File: config.mk
export PLATFORM = sky130hd
export DESIGN_NAME = mem_wb_stage
export DESIGN_NICKNAME = d
export VERILOG_FILES = /design/src/rtl/mem_wb_stage_pkg.sv /design/src/rtl/mem_wb_stage_load_formatter.sv /design/src/rtl/mem_wb_stage.sv
export SDC_FILE = /design/constraint.sdc
export NUM_CORES = 1
export LEC_CHECK = 0
export CORE_ASPECT_RATIO = 1.25
export CORE_UTILIZATION = 30
export CTS_CLUSTER_SIZE = 10
export DETAILED_ROUTE_END_ITERATION = 8
export PLACE_DENSITY = 0.59
export RECOVER_POWER = 50
export SLEW_MARGIN = 0
export SYNTH_ARGS = -nofsm -noshare
export SYNTH_HDL_FRONTEND = slang
export SYNTH_SLANG_ARGS = --single-unit
File: constraint.sdc
create_clock -name clk -period 5.7 [get_ports clk]
set_clock_uncertainty 0.1 [all_clocks]
set_input_delay 1.71 -clock clk [delete_from_list [all_inputs] [get_ports clk]]
set_output_delay 1.71 -clock clk [all_outputs]
set_load 0.03 [all_outputs]
File: src/rtl/mem_wb_stage_pkg.sv
// mem_wb_stage_pkg: shared access-size codes and wait-FSM state type for the MEM/WB stage
package mem_wb_stage_pkg;
  localparam logic [1:0] SIZE_WORD = 2'b00;
  localparam logic [1:0] SIZE_HALF = 2'b01;
  localparam logic [1:0] SIZE_BYTE = 2'b10;
  typedef enum logic {ST_RUN = 1'b0, ST_WAIT = 1'b1} state_t;
endpackage

File: src/rtl/mem_wb_stage_load_formatter.sv
// mem_wb_stage_load_formatter: big-endian byte/half extract with sign/zero extension and misalign detect
module mem_wb_stage_load_formatter
  import mem_wb_stage_pkg::*;
(
  input  logic [1:0]  size,
  input  logic [1:0]  addr,
  input  logic        load_uns,
  input  logic [31:0] data,
  output logic [31:0] result,
  output logic        mis
);
  logic [7:0]  b;
  logic [15:0] h;
  always_comb begin
    b = addr[1] ? (addr[0] ? data[7:0] : data[15:8]) : (addr[0] ? data[23:16] : data[31:24]);
    h = addr[1] ? data[15:0] : data[31:16];
    result = size == SIZE_BYTE ? {{24{~load_uns & b[7]}}, b}
           : size == SIZE_HALF ? {{16{~load_uns & h[15]}}, h}
           : data;
    mis = (size == SIZE_HALF & addr[0]) | (size == SIZE_WORD & |addr);
  end
endmodule

File: src/rtl/mem_wb_stage.sv
// mem_wb_stage: memory-wait controller with access timeout and MEM/WB pipeline register
module mem_wb_stage
  import mem_wb_stage_pkg::*;
#(
  parameter int TIMEOUT = 16,
  parameter int RADDR_W = 5
) (
  input  logic               clk,
  input  logic               rst_n,
  input  logic               valid_i,
  input  logic               MREQ_i,
  input  logic               WRITE_i,
  input  logic [1:0]         SIZE_i,
  input  logic [31:0]        DAD_i,
  input  logic [31:0]        data_in_i,
  input  logic               load_uns_i,
  input  logic [RADDR_W-1:0] rd_i,
  input  logic               reg_we_i,
  input  logic               flush_i,
  input  logic               DACK_i,
  output logic               stall_o,
  output logic               wb_valid_o,
  output logic               wb_we_o,
  output logic [RADDR_W-1:0] wb_rd_o,
  output logic [31:0]        wb_data_o,
  output logic               bus_err_o,
  output logic               align_err_o
);
  localparam int CW = $clog2(TIMEOUT);
  localparam logic [CW-1:0] LAST = CW'(TIMEOUT - 1);
  state_t      state;
  logic [CW-1:0] cnt;
  logic        acc, tmo, mis, mis_acc, live;
  logic [31:0] fmt;
  logic        unused_dad;
  assign unused_dad = ^DAD_i[31:2];
  mem_wb_stage_load_formatter u_fmt (
    .size     (SIZE_i),
    .addr     (DAD_i[1:0]),
    .load_uns (load_uns_i),
    .data     (data_in_i),
    .result   (fmt),
    .mis      (mis)
  );
  always_comb begin
    acc = valid_i & MREQ_i;
    tmo = acc & ~DACK_i & (cnt == LAST);
    stall_o = acc & ~DACK_i & ~tmo;
    mis_acc = MREQ_i & mis;
    live = valid_i & ~flush_i & ~stall_o;
  end
  // The bus cycle is never abandoned: flush only suppresses the write-back, not the wait.
  always_ff @(posedge clk or negedge rst_n)
    if (!rst_n) begin
      state <= ST_RUN;
      cnt <= '0;
    end else if (state == ST_RUN) begin
      if (acc && !DACK_i) begin
        state <= ST_WAIT;
        cnt <= CW'(1);
      end
    end else if (DACK_i || cnt == LAST) begin
      state <= ST_RUN;
      cnt <= '0;
    end else
      cnt <= cnt + 1'b1;
  always_ff @(posedge clk or negedge rst_n)
    if (!rst_n) begin
      wb_valid_o <= 1'b0;
      wb_we_o <= 1'b0;
      wb_rd_o <= '0;
      wb_data_o <= '0;
      bus_err_o <= 1'b0;
      align_err_o <= 1'b0;
    end else begin
      wb_valid_o <= live;
      wb_we_o <= live & reg_we_i & ~mis_acc & ~tmo;
      bus_err_o <= live & tmo;
      align_err_o <= live & mis_acc;
      if (!stall_o) begin
        wb_rd_o <= rd_i;
        wb_data_o <= (MREQ_i & ~WRITE_i) ? fmt : data_in_i;
      end
    end
endmodule

After elaboration in Yosys (flattened, before gate mapping)
Index checks and enable logic that the tools add are counted.

storage, ports and cells
  register bits after elaboration = 46
  input port bits = 80
  word-level logic and storage cells = 56

operators by class
  $add $sub $neg = 1
  eq/ne operators = 3
  mux-type cells = 13
  bitwise operators = 25
  reduce and logical (&&, ||, !) cells = 6

operators by type and width
  operator               number
  $mux W32               3
  $mux W8                3
  $and A1 B1 Y1          17
  $mux W16               1
  $mux W4                3
  $not A1 Y1             7
  $add A4 B1 Y4 const B  1
  $eq A4 B4 Y1 const B   1
  $mux W1                3
  $eq A2 B1 Y1 const B   1
  $eq A2 B2 Y1 const B   1
  $logic_not A2 Y1       1
  $reduce_bool A2 Y1     1
  $reduce_or A2 Y1       1
  $logic_and A1 B1 Y1    1
  $logic_not A1 Y1       1
  $logic_or A1 B1 Y1     1
  $or A1 B1 Y1           1

Logic depth before layout (Yosys ltp)
  word-level depth = 10
  mapped depth = 7
  mapped depth without buffers = 6

Hierarchy
Synthesis repeated with hierarchy kept, for this count alone.

second synthesis, totals
  cell total of the unflattened synthesis = 279
  area, all modules = 3320.7 um2

by module, submodules not included
  module                       instances  cells an instance  area an instance (um2)
  mem_wb_stage                 1          153                2458.6
  mem_wb_stage_load_formatter  1          126                862.1

Worst setup path after synthesis
No wires, ideal clock.

  path type = input-to-output
  from = input port DACK_i
  to = output port stall_o
  arrival time = 2.674 ns
  slack = 1.216 ns
  stages = 4
  buffers on the path = 1
  cell sequence = and3b_1 nand2_2 inv_2 clkbuf_1

on the way
  cells in the longest elaborated chain, start to end = 5

ends and longest elaborated chain
  element             RTL line                                source
  start: declaration  mem_wb_stage.sv:20                      input logic DACK_i,
  $not A1 Y1 *        mem_wb_stage.sv:47, mem_wb_stage.sv:48
  $and A1 B1 Y1 *     mem_wb_stage.sv:47, mem_wb_stage.sv:48
  $and A1 B1 Y1       mem_wb_stage.sv:47                      tmo = acc & ~DACK_i & (cnt == LAST);
  $not A1 Y1          mem_wb_stage.sv:48                      stall_o = acc & ~DACK_i & ~tmo;
  $and A1 B1 Y1 *     mem_wb_stage.sv:48
  end: declaration    mem_wb_stage.sv:21                      output logic stall_o,

Every way passes the cells marked *; elsewhere a longest branch is shown, timed or not.

Worst setup path in the final report
  from = input port MREQ_i
  to = output port stall_o

on the way
  cells in the longest elaborated chain, start to end = 5

ends and longest elaborated chain
  element             RTL line                                source
  start: declaration  mem_wb_stage.sv:11                      input logic MREQ_i,
  $and A1 B1 Y1 *     mem_wb_stage.sv:46                      acc = valid_i & MREQ_i;
  $and A1 B1 Y1 *     mem_wb_stage.sv:47, mem_wb_stage.sv:48
  $and A1 B1 Y1       mem_wb_stage.sv:47
  $not A1 Y1          mem_wb_stage.sv:48
  $and A1 B1 Y1 *     mem_wb_stage.sv:48

Marked as above.

==> flow_metrics.py <==
metrics = {
    "finish": {
        "design.final.nets": 443,
        "num_antenna_cells": 0,
        "final_layout_size_suffix_gt1_share_pct": 8.840,
        "finalInstanceArea_mm2": 0.003671,
        "area_delta_synth_final_pct": 38.59,
    },
    "power": {
        "netSwitchingPower_mw": 0.2749,
        "vdd_ir_drop_max_uv": 102.0,
        "p_comb_share_pct": 31.9,
        "p_clk_share_pct": 22.8,
        "power.sequential.fraction_pct": 45.3,
        "power.leakage_nw": 1.466,
        "internal_power_mw": 0.5626,
        "p_sw_share_pct": 32.83,
        "power.density_cell_area_mw_per_mm2": 228.2,
    },
    "synthesis": {
        "ys_async_sr_fraction_pct": 100.0,
        "synthTopCellsByArea": "sky130_fd_sc_hd__dfrtp_1 (43%), sky130_fd_sc_hd__a21oi_1 (6.8%), sky130_fd_sc_hd__nor2_1 (6.1%), sky130_fd_sc_hd__a221oi_2 (4.5%), sky130_fd_sc_hd__a21oi_2 (3.6%)",
        "ys_top_cells_by_count": "sky130_fd_sc_hd__dfrtp_1 (46), sky130_fd_sc_hd__nor2_1 (43), sky130_fd_sc_hd__a21oi_1 (36)",
        "postSynth.topFlopCell": "sky130_fd_sc_hd__dfrtp_1",
        "synth.top_cell.area_share_pct": 43.46,
        "post_synth_inst_count": 281,
        "mappedNetlistNets": 362,
        "synth_edf_count": 0,
        "synth_sequential_area_ratio_pct": 43.46,
        "synthDistinctLibCells": 46,
        "syn-mean-instance-area_um2": 9.426,
        "yosys_warnings": 0,
        "ys_ff_latch": 46,
        "post_synth_instance_area_mm2": 0.002649,
        "cell_taking_the_most_area_after_synthesis": "sky130_fd_sc_hd__dfrtp_1",
        "synthMostInstantiatedCell": "sky130_fd_sc_hd__dfrtp_1",
    },
    "sta": {
        "timing_worst_slew_pin_value_ps": 2494,
        "final.min_clock_period_ps": 4733,
        "setup-tns-final_ps": 0,
        "clock.fmax_mhz": 211.3,
        "slew_viol_final": 47,
        "worst_slew_margin_rel_pct": -66.28,
        "final-hold-violation-count": 0,
        "unrepaired_setup_endpoints_after_global_routing": "false",
        "finalSetupViolations": 0,
        "final_period_util_pct": 83.03,
    },
    "cts": {
        "cts-resized-gates": 0,
        "clk_pin_slew_worst_paths_ps": 80,
        "cts_made_buffers": 5,
        "clock_tree_from_tritoncts": "done",
        "clkSinkCount": 46,
        "library_cell_used_as_clock_root_buffer": "sky130_fd_sc_hd__clkbuf_8",
        "cts.htree.levels": 2,
        "post_cts.repair.setup_buffers": 0,
        "clock_insertion_delay_worst_skew_ps": 290,
        "cts.hold.buffers_added": 0,
        "clock_tree.buffer_depth": 2,
    },
    "run_status": {
        "failed_checks": "capacitance limit, slew limit",
        "result_of_the_run": "finished with violations",
    },
    "critical_path": {
        "setup.worst_path.start_class": "input pin",
        "cp.required_ps": 3890,
        "end_kind": "primary output",
        "data_arrival_at_the_endpoint_of_the_critical_path_ps": 2920,
        "critPathLaunch": "MREQ_i",
        "timing.critical_path.fanout_max": 5,
        "launching_point_of_the_worst_reg2reg_path": "cnt[0]$_DFFE_PN0P_",
        "timing_worst_setup_path_type": "in -> out",
    },
    "floorplanning": {
        "start_util_pct": 31.61,
        "full_die_area_mm2": 0.009212,
        "chipWidth_um": 86.05,
        "design.core.area_mm2": 0.008379,
        "io_pins": 122,
        "fp.dieH_um": 107.1,
        "std_cell_rows": 37,
    },
    "drt": {
        "detail_route.first_pass.iterations": 4,
        "wl_um": 7798,
        "post-route-drc-count": 0,
        "via_count": 2429,
        "postRouteAntennaNets": 0,
        "vias_per_cell": 5.071,
        "post_drt_wl_per_cell_um": 16.28,
        "first_iter_violations": 131,
    },
    "min_path": {
        "worst_hold_startpoint": "wb_rd_o[1]$_DFFE_PN0N_",
        "min_path_type": "reg -> reg",
    },
    "grt": {
        "gr-max-usage-layer": "met2",
        "global_route.overflow_total": 0,
        "grt_usage_pct": 17.32,
        "grt_start_max_net_pins": 47,
        "antenna_found_initial": 0,
        "first_global_vias": 2367,
        "met2_usage_pct": 29.20,
        "grt_first_pass_wirelength_um": 12540,
        "grt_util_met1_pct": 23.10,
        "grtUsageMet3_pct": 2.386,
    },
    "placed_design": {
        "gp_routability_congestion": 0.7726,
        "place_area_mm2": 0.003602,
        "port_buffers": 91,
        "final_hpwl_from_detailed_placement_um": 5674,
    },
    "run": {
        "max_cap_violations": 1,
    },
}
per-layer routing:
layer	wire length (µm)	part of all wire [%]	vias to the layer above
met4	116	1.5	0
met1	3449	44	1164
met2	3871	50	77
met5	0	0	-
met3	359	4.6	7
li1	-	-	1181
layout by cell type, fill, tap and decap left out, types with 5 or more instances in the layout:
master / instances
sky130_fd_sc_hd__a221oi_2: 8
sky130_fd_sc_hd__dfrtp_1: 46
sky130_fd_sc_hd__a22oi_1: 9
sky130_fd_sc_hd__o21bai_1: 8
sky130_fd_sc_hd__o221ai_1: 6
sky130_fd_sc_hd__clkdlybuf4s50_1: 77
sky130_fd_sc_hd__nand2b_1: 6
sky130_fd_sc_hd__nand2_1: 23
sky130_fd_sc_hd__inv_1: 5
sky130_fd_sc_hd__dlygate4sd3_1: 12
sky130_fd_sc_hd__nor2_1: 43
sky130_fd_sc_hd__a21oi_1: 36
sky130_fd_sc_hd__clkbuf_8: 5
sky130_fd_sc_hd__a22o_1: 8
sky130_fd_sc_hd__o22ai_1: 9
sky130_fd_sc_hd__a21oi_2: 11
flip-flops by register name (all words and copies together), names as in the netlist:
signal       count
wb_valid_o       1
wb_data_o       32
bus_err_o        1
wb_we_o          1
wb_rd_o          5
cnt              4
align_err_o      1
state            1
power by group through the flow:
stage | combinational, mW | sequential [mW] | clock, mW
after floorplan | 0.0971 | 0.437 | 0
after global placement | 0.270 | 0.385 | 0
after detailed placement | 0.271 | 0.386 | 0
after CTS | 0.272 | 0.380 | 0.199
after global routing | 0.287 | 0.384 | 0.213
final | 0.268 | 0.379 | 0.191
stage by stage:
step                instances  worst slack [ps]  total power [mW]  utilization, %  hold WS [ps]
floorplan                 281              1216            0.5342               -         395.0
global placement          472              1056            0.6547           42.99         350.9
detailed placement        472              1065            0.6570           42.99         356.6
CTS                       479              1053            0.8508           43.90         375.3
finish                    479             967.4            0.8376           43.81         364.7
global route              479             892.5            0.8845           43.81         393.5
kinds of logic (layout without fill, tap and decap cells):
kind of cell,count (synthesis),in the layout,synth area share (%)
compound gates,110,110,31.74
fa+ha+maj,1,1,0.4723
simple gates,93,93,17.05
xor+xnor,2,2,0.6614
mux,4,4,1.559
buf+inv,25,106,5.054
flops,46,46,43.46
final timing paths:
kind                                             end  slack, ps  depth (start not counted)
hold reg to reg               wb_rd_o[1]$_DFFE_PN0N_        360                          2
max in group asynchronous  wb_data_o[11]$_DFFE_PN0N_       2000                          1
hold / removal                wb_rd_o[1]$_DFFE_PN0N_        360                          2
setup reg to reg           wb_data_o[31]$_DFFE_PN0N_       3130                          7
setup / recovery                             stall_o        970                          5
min in group asynchronous         cnt[2]$_DFFE_PN0P_       2070                          1
area by class of cell:
cell class / count / area, µm²
Clock buffer: 7 / 76.32
Fill cell: 841 / 4708
Inverter: 6 / 22.52
Multi-Input combinational cell: 210 / 1361
Sequential cell: 46 / 1151
Tap cell: 117 / 146.4
Timing Repair Buffer: 93 / 913.4
critical path, stage by stage:
cell and delay [ps]:
sky130_fd_sc_hd__dlygate4sd3_1 600, sky130_fd_sc_hd__and3b_1 260, sky130_fd_sc_hd__nand2_1 100, sky130_fd_sc_hd__clkinv_1 80, sky130_fd_sc_hd__buf_4 170
Power figures use the tool's default switching activity.
